File: config.mk
export PLATFORM = sky130hd
export DESIGN_NAME = i2c_eeprom_seq
export DESIGN_NICKNAME = d
export VERILOG_FILES = /design/src/rtl/i2c_eeprom_seq.sv
export SDC_FILE = /design/constraint.sdc
export NUM_CORES = 1
export LEC_CHECK = 0
export CAP_MARGIN = 20
export CORE_MARGIN = 10
export CORE_UTILIZATION = 45
export CTS_CLUSTER_DIAMETER = 60
export DETAILED_ROUTE_END_ITERATION = 10
export GPL_TIMING_DRIVEN = 0
export PLACE_DENSITY = 0.82
export SYNTH_ARGS = -nofsm -noshare
export SYNTH_HDL_FRONTEND = slang
export SYNTH_SLANG_ARGS = --single-unit
File: constraint.sdc
create_clock -name clk -period 5.5 [get_ports clk]
set_input_delay 1.1 -clock clk [delete_from_list [all_inputs] [get_ports clk]]
set_output_delay 1.1 -clock clk [all_outputs]
set_load 0.01 [all_outputs]
File: src/rtl/i2c_eeprom_seq.sv
// Sequencer that runs one random-access EEPROM byte write or byte read per command
// over the I2C register-interface CPU bus. Optional watchdog: define I2C_SEQ_TIMEOUT_EN.
module i2c_eeprom_seq #(
   parameter int unsigned ADDR_BYTES     = 2,
   parameter logic        SACK_OK        = 1'b0,
   parameter int unsigned TIMEOUT_CYCLES = 65535
) (
   input  logic        clk,
   input  logic        reset,
   input  logic        cmd_valid,
   output logic        cmd_ready,
   input  logic        cmd_rd,
   input  logic [6:0]  cmd_dev,
   input  logic [15:0] cmd_addr,
   input  logic [7:0]  cmd_wdata,
   output logic        rsp_valid,
   output logic [7:0]  rsp_rdata,
   output logic        rsp_nack,
   output logic        rsp_timeout,
   output logic        busy,
   output logic        ri_a,
   output logic        ri_ce,
   output logic        ri_wren,
   output logic        ri_ren,
   output logic [7:0]  ri_from_cpu,
   input  logic [7:0]  ri_to_cpu,
   input  logic        ri_int
);

   typedef enum logic [3:0] {
      IDLE, ISSUE_D, ISSUE_S, WAIT_RDY, STAT_RD, STAT_WAIT, DATA_RD, DATA_WAIT, DONE
   } state_t;

   localparam logic [7:0] CMD_START     = 8'h01;
   localparam logic [7:0] CMD_STOP      = 8'h02;
   localparam logic [7:0] CMD_WRITE     = 8'h08;
   localparam logic [7:0] CMD_READ_NACK = 8'h14;

   if (ADDR_BYTES < 1 || ADDR_BYTES > 2 || TIMEOUT_CYCLES < 1 || TIMEOUT_CYCLES > 65535)
   begin : g_bad_config
      $error("i2c_eeprom_seq: ADDR_BYTES must be 1..2 and TIMEOUT_CYCLES 1..65535");
   end

   state_t      state, state_nx;
   logic [2:0]  step;
   logic [2:0]  step_next;
   logic        wait_cnt;
   logic        nack_stop;
   logic        accept;

   logic        rd_q;
   logic [6:0]  dev_q;
   logic [15:0] addr_q;
   logic [7:0]  wdata_q;

   logic [7:0]  step_byte;
   logic [7:0]  step_cmd;
   logic        step_check_ack;
   logic        step_data_rd;
   logic        step_last;
   logic        ack_bad;
   logic        wd_expire;
   logic        tmo_q;

   // Steps that put a byte on the data register before their status command.
   function automatic logic has_byte(input logic [2:0] s, input logic rd);
      return (s >= 3'd1 && s <= 3'd3) || (s == 3'd4 && !rd) || (s == 3'd5 && rd);
   endfunction

   assign accept    = (state == IDLE) && cmd_valid;
   assign step_next = (step == 3'd1 && ADDR_BYTES == 1) ? 3'd3 : step + 3'd1;

   // Sequence table: write 0..5 = START,dev,ahi,alo,data,STOP; read 0..7 adds START,dev|1,READ.
   always_comb begin
      step_byte      = 8'h00;
      step_cmd       = CMD_WRITE;
      step_check_ack = 1'b0;
      step_data_rd   = 1'b0;
      step_last      = 1'b0;
      case (step)
         3'd0: step_cmd = CMD_START;
         3'd1: begin step_byte = {dev_q, 1'b0}; step_check_ack = 1'b1; end
         3'd2: begin step_byte = addr_q[15:8];  step_check_ack = 1'b1; end
         3'd3: begin step_byte = addr_q[7:0];   step_check_ack = 1'b1; end
         3'd4: begin
            if (rd_q) begin
               step_cmd = CMD_START;
            end else begin
               step_byte      = wdata_q;
               step_check_ack = 1'b1;
            end
         end
         3'd5: begin
            if (rd_q) begin
               step_byte      = {dev_q, 1'b1};
               step_check_ack = 1'b1;
            end else begin
               step_cmd  = CMD_STOP;
               step_last = 1'b1;
            end
         end
         3'd6: begin step_cmd = CMD_READ_NACK; step_data_rd = 1'b1; end
         default: begin step_cmd = CMD_STOP; step_last = 1'b1; end
      endcase
      if (nack_stop) begin
         step_cmd       = CMD_STOP;
         step_check_ack = 1'b0;
         step_data_rd   = 1'b0;
         step_last      = 1'b1;
      end
   end

   assign ack_bad = step_check_ack && (ri_to_cpu[5] != SACK_OK);

   always_ff @(posedge clk) begin
      if (reset) state <= IDLE;
      else       state <= state_nx;
   end

   always_comb begin
      state_nx = state;
      case (state)
         IDLE:     if (cmd_valid) state_nx = ISSUE_S;
         ISSUE_D:  state_nx = ISSUE_S;
         ISSUE_S:  state_nx = WAIT_RDY;
         WAIT_RDY: begin
            if (ri_int)         state_nx = STAT_RD;
            else if (wd_expire) state_nx = DONE;
         end
         STAT_RD:  state_nx = STAT_WAIT;
         STAT_WAIT: begin
            if (wait_cnt) begin
               if (ack_bad)                      state_nx = ISSUE_S;
               else if (step_data_rd)            state_nx = DATA_RD;
               else if (step_last)               state_nx = DONE;
               else if (has_byte(step_next, rd_q)) state_nx = ISSUE_D;
               else                              state_nx = ISSUE_S;
            end
         end
         DATA_RD:  state_nx = DATA_WAIT;
         DATA_WAIT: begin
            if (wait_cnt) state_nx = has_byte(step_next, rd_q) ? ISSUE_D : ISSUE_S;
         end
         DONE:     state_nx = IDLE;
         default:  state_nx = IDLE;
      endcase
   end

   always_comb begin
      ri_a        = 1'b0;
      ri_ce       = 1'b0;
      ri_wren     = 1'b0;
      ri_ren      = 1'b0;
      ri_from_cpu = 8'h00;
      case (state)
         ISSUE_D: begin ri_ce = 1'b1; ri_wren = 1'b1; ri_from_cpu = step_byte; end
         ISSUE_S: begin ri_a = 1'b1; ri_ce = 1'b1; ri_wren = 1'b1; ri_from_cpu = step_cmd; end
         STAT_RD: begin ri_a = 1'b1; ri_ce = 1'b1; ri_ren = 1'b1; end
         DATA_RD: begin ri_ce = 1'b1; ri_ren = 1'b1; end
         default: ;
      endcase
   end

   assign cmd_ready   = (state == IDLE);
   assign busy        = ~cmd_ready;
   assign rsp_valid   = (state == DONE);
   assign rsp_nack    = (state == DONE) && nack_stop && !tmo_q;
   assign rsp_timeout = (state == DONE) && tmo_q;

   // Step/latency bookkeeping; wait_cnt marks the second cycle after a read strobe.
   always_ff @(posedge clk) begin
      if (reset) begin
         step      <= 3'd0;
         wait_cnt  <= 1'b0;
         nack_stop <= 1'b0;
      end else begin
         wait_cnt <= 1'b0;
         case (state)
            IDLE: begin
               if (cmd_valid) begin
                  step      <= 3'd0;
                  nack_stop <= 1'b0;
               end
            end
            STAT_WAIT: begin
               wait_cnt <= ~wait_cnt;
               if (wait_cnt) begin
                  if (ack_bad)                         nack_stop <= 1'b1;
                  else if (!step_data_rd && !step_last) step <= step_next;
               end
            end
            DATA_WAIT: begin
               wait_cnt <= ~wait_cnt;
               if (wait_cnt) step <= step_next;
            end
            default: ;
         endcase
      end
   end

   always_ff @(posedge clk) begin
      if (accept) begin
         rd_q    <= cmd_rd;
         dev_q   <= cmd_dev;
         addr_q  <= cmd_addr;
         wdata_q <= cmd_wdata;
      end
   end

   always_ff @(posedge clk) begin
      if (reset)                                rsp_rdata <= 8'h00;
      else if (accept)                          rsp_rdata <= 8'h00;
      else if (state == DATA_WAIT && wait_cnt)  rsp_rdata <= ri_to_cpu;
   end

`ifdef I2C_SEQ_TIMEOUT_EN
   localparam logic [15:0] WD_LAST = 16'(TIMEOUT_CYCLES - 1);
   logic [15:0] wd_cnt;

   // Counter is zero on the first WAIT_RDY cycle; expiry aborts without a STOP.
   always_ff @(posedge clk) begin
      if (state != WAIT_RDY) wd_cnt <= 16'd0;
      else                   wd_cnt <= wd_cnt + 16'd1;
   end

   assign wd_expire = (state == WAIT_RDY) && !ri_int && (wd_cnt == WD_LAST);

   always_ff @(posedge clk) begin
      if (reset)          tmo_q <= 1'b0;
      else if (accept)    tmo_q <= 1'b0;
      else if (wd_expire) tmo_q <= 1'b1;
   end
`else
   assign wd_expire = 1'b0;
   assign tmo_q     = 1'b0;
`endif

endmodule

==> results.py <==
metrics = {
    "timing": {
        "final-hold-violation-count": 0,
        "slew_headroom_pct": 38.0,
        "worst_slack_ps": 1640,
        "setup_viol": 0,
        "timing.final.crit_share_pct": 70.2,
        "finalMaxSlewViolations": 0,
        "setup_tns_ps": 0,
        "holdWs_ps": 510,
        "worst_pin_slew_ps": 930,
        "rsz0062_at_grt": "no",
        "timing.fmax_ghz": 0.259,
        "min_period_ps": 3860,
        "skew_ps": 8.73,
    },
    "global_routing": {
        "grt_max_degree": 21,
        "grtUsageTotal_pct": 14.7,
        "gr-usage-met3_pct": 6.95,
        "grt_pass1_vias": 2082,
        "met2_usage_pct": 23.8,
        "antenna_found_initial": 0,
        "met1_usage_pct": 16.5,
        "grt_busiest_layer": "met2",
        "grt_first_pass_wirelength_microns": 10200,
        "overflow": 0,
    },
    "final_layout": {
        "final_net_count": 342,
        "areaGrowthSynthToFinish_pct": 35.6,
        "antenna_cells": 0,
        "drive_gt1_share_pct": 11.3,
    },
    "place": {
        "dp_slack_ps": 1940,
        "dp_hpwl_microns": 4860,
        "port_buffers": 67,
        "globalplace.congestion": 0.896,
    },
    "routing": {
        "drtPass1Iterations": 5,
        "route.vias.total": 1952,
        "ant_nets": 0,
        "drt_iter0_drc": 82,
        "vias_per_cell": 5.38,
        "wl_per_cell_microns": 17.3,
        "drc": 0,
        "drt_wl_total_microns": 6280,
    },
    "worst_setup_path": {
        "arrival_ps": 2760,
        "worst-path-max-fanout": 8,
        "critical_path_class": "flip-flop to output pin",
        "start_kind": "flip-flop",
        "crit_chain": "inv_1 > ha_1 > nor2b_1 > clkbuf_1 > a22o_1 > a221oi_1 > o22ai_1 > clkdlybuf4s50_1",
        "cpMaxStageDelayCell": "clkdlybuf4s50_1",
        "required_ps": 4400,
        "end_kind": "output pin",
        "max_stage_delay_ps": 510,
    },
    "cts": {
        "cts_resized": 0,
        "cts_buffers": 5,
        "cts_hold_buf": 0,
        "cts_max_level": 2,
        "clk_latency_ps": 310,
        "tritoncts": "yes",
        "root_buffer": "clkbuf_8",
        "cts_setup_buffers": 0,
        "cts_sinks": 49,
        "clockBufferDepth": 2,
        "path_clk_slew_ps": 90,
    },
    "synthesis": {
        "ys_warn_count": 0,
        "synth_nets": 267,
        "synth.yosys.seq_area_share_pct": 53.8,
        "netlist_instances": 217,
        "yosys.area.top_type": "edfxtp_1",
        "synth_cell_types": 54,
        "ys.flop_type": "edfxtp_1",
        "synth_edf_count": 32,
        "yosysTopAreaCellShare_pct": 39.8,
        "synth_area_sq_mm": 0.00242,
        "synthArstFlopShare_pct": 0,
        "synth.area.top_cells": "edfxtp_1 40%, dfxtp_1 14%, mux2i_1 3.7%",
        "avgSynthCellArea_sq_um": 11.1,
        "synth_seq_cells": 49,
    },
    "run_status": {
        "status": "finished clean",
    },
    "floorplanning": {
        "core_sq_mm": 0.00517,
        "die_area_sq_mm": 0.00870,
        "die_h_microns": 93.3,
        "die_w_microns": 93.3,
        "start_util_pct": 46.7,
        "num_rows": 26,
        "io_pins": 69,
    },
    "hold_path": {
        "hold_class": "flip-flop to flip-flop",
    },
    "power_and_ir_drop": {
        "ir_drop_uv": 205,
        "power_density_mw_per_mm2": 225,
        "power.leakage_uw": 0.00118,
    },
    "flow_run": {
        "cap_violations": 0,
    },
}
final timing paths:
check | startpoint | to | slack, ps | depth (start not counted)
setup / recovery | step[0] | ri_from_cpu[1] | 1640 | 8
setup reg to reg | state[0] | nack_stop | 3330 | 8
hold reg to reg | rsp_rdata[6] | rsp_rdata[6] | 510 | 2
hold / removal | rsp_rdata[6] | rsp_rdata[6] | 510 | 2
worst max-delay path, delay by kind of cell (launching register included):
kind	cells	cell delay, ps
buffers and inverters	3	840
AO/OA/AOI/OAI	3	640
flip-flops	1	480
adder cells (fa/ha/maj)	1	320
AND/OR/NAND/NOR	1	170
cell families (layout without fill, tap and decap cells):
| kind of cell | after synthesis | in the layout | synth area share (%) |
|---|---|---|---|
| simple gates | 76 | 76 | 16.7 |
| compound gates | 52 | 52 | 17.5 |
| flops | 49 | 49 | 53.8 |
| buf+inv | 22 | 98 | 4.24 |
| mux | 9 | 9 | 3.73 |
| fa+ha+maj | 6 | 6 | 3.11 |
| xor+xnor | 2 | 2 | 0.725 |
| other cells | 1 | 1 | 0.155 |
layer usage:
metal  up-vias  wire (microns)
met3         6             602
li1        969               -
met5         -               0
met2        85            3070
met1       892            2550
met4         0              59
cell usage in the layout, fill, tap and decap left out, types with 7 or more instances in the layout:
cell	count
clkdlybuf4s50_1	67
edfxtp_1	32
nor2_1	21
dfxtp_1	17
nand2_1	14
a21oi_1	9
mux2i_1	9
inv_1	7
buf_2	7
nor3_1	7
flip-flops by register name (all words and copies together) (netlist names):
name / count
step: 3
rd_q: 1
nack_stop: 1
wdata_q: 8
dev_q: 7
rsp_rdata: 8
addr_q: 16
wait_cnt: 1
state: 4
cell usage after synthesis (2+ instances only):
library cell  count
a21oi_1           9
nand2b_1          3
inv_1             7
a22o_1            5
o31ai_1           3
a221oi_1          5
nand2_1          14
dfxtp_1          17
nor4b_1           2
mux2i_1           9
or2_2             3
or3_1             2
nor2b_1           4
a31oi_1           4
o22ai_1           4
nor3_1            7
o21ai_0           4
edfxtp_1         32
buf_2             7
a222oi_1          4
xnor2_1           2
a211oi_1          2
ha_1              6
and2_1            3
nor2_1           21
clkbuf_1          6
nand3_1           5
power by group:
| group | switching, uW | total, uW | internal [uW] |
|---|---|---|---|
| Clock | 121 | 213 | 92.5 |
| Sequential | 7.81 | 423 | 415 |
| Combinational | 44.5 | 102 | 57.4 |
| Total | 173 | 738 | 565 |
stage by stage:
step | area, sq um | total power (uW) | util, % | std cells
after global placement | 3180 | 529 | 61.4 | 354
after detailed placement | 3190 | 534 | 61.7 | 355
after global routing | 3280 | 771 | 63.4 | 363
after CTS | 3280 | 745 | 63.4 | 363
after floorplan | 2420 | 473 | - | 217
final | 3280 | 738 | 63.4 | 363
layout make-up:
type / count / area, sq um
buffer: 15 / 76.3
clock buffer: 6 / 73.8
clock inverter: 2 / 13.8
fill: 402 / 1890
inverter: 7 / 26.3
multi-input combinational: 146 / 1010
sequential: 49 / 1300
tap: 70 / 87.6
timing repair buffer: 68 / 686
Power figures use the tool's default switching activity.
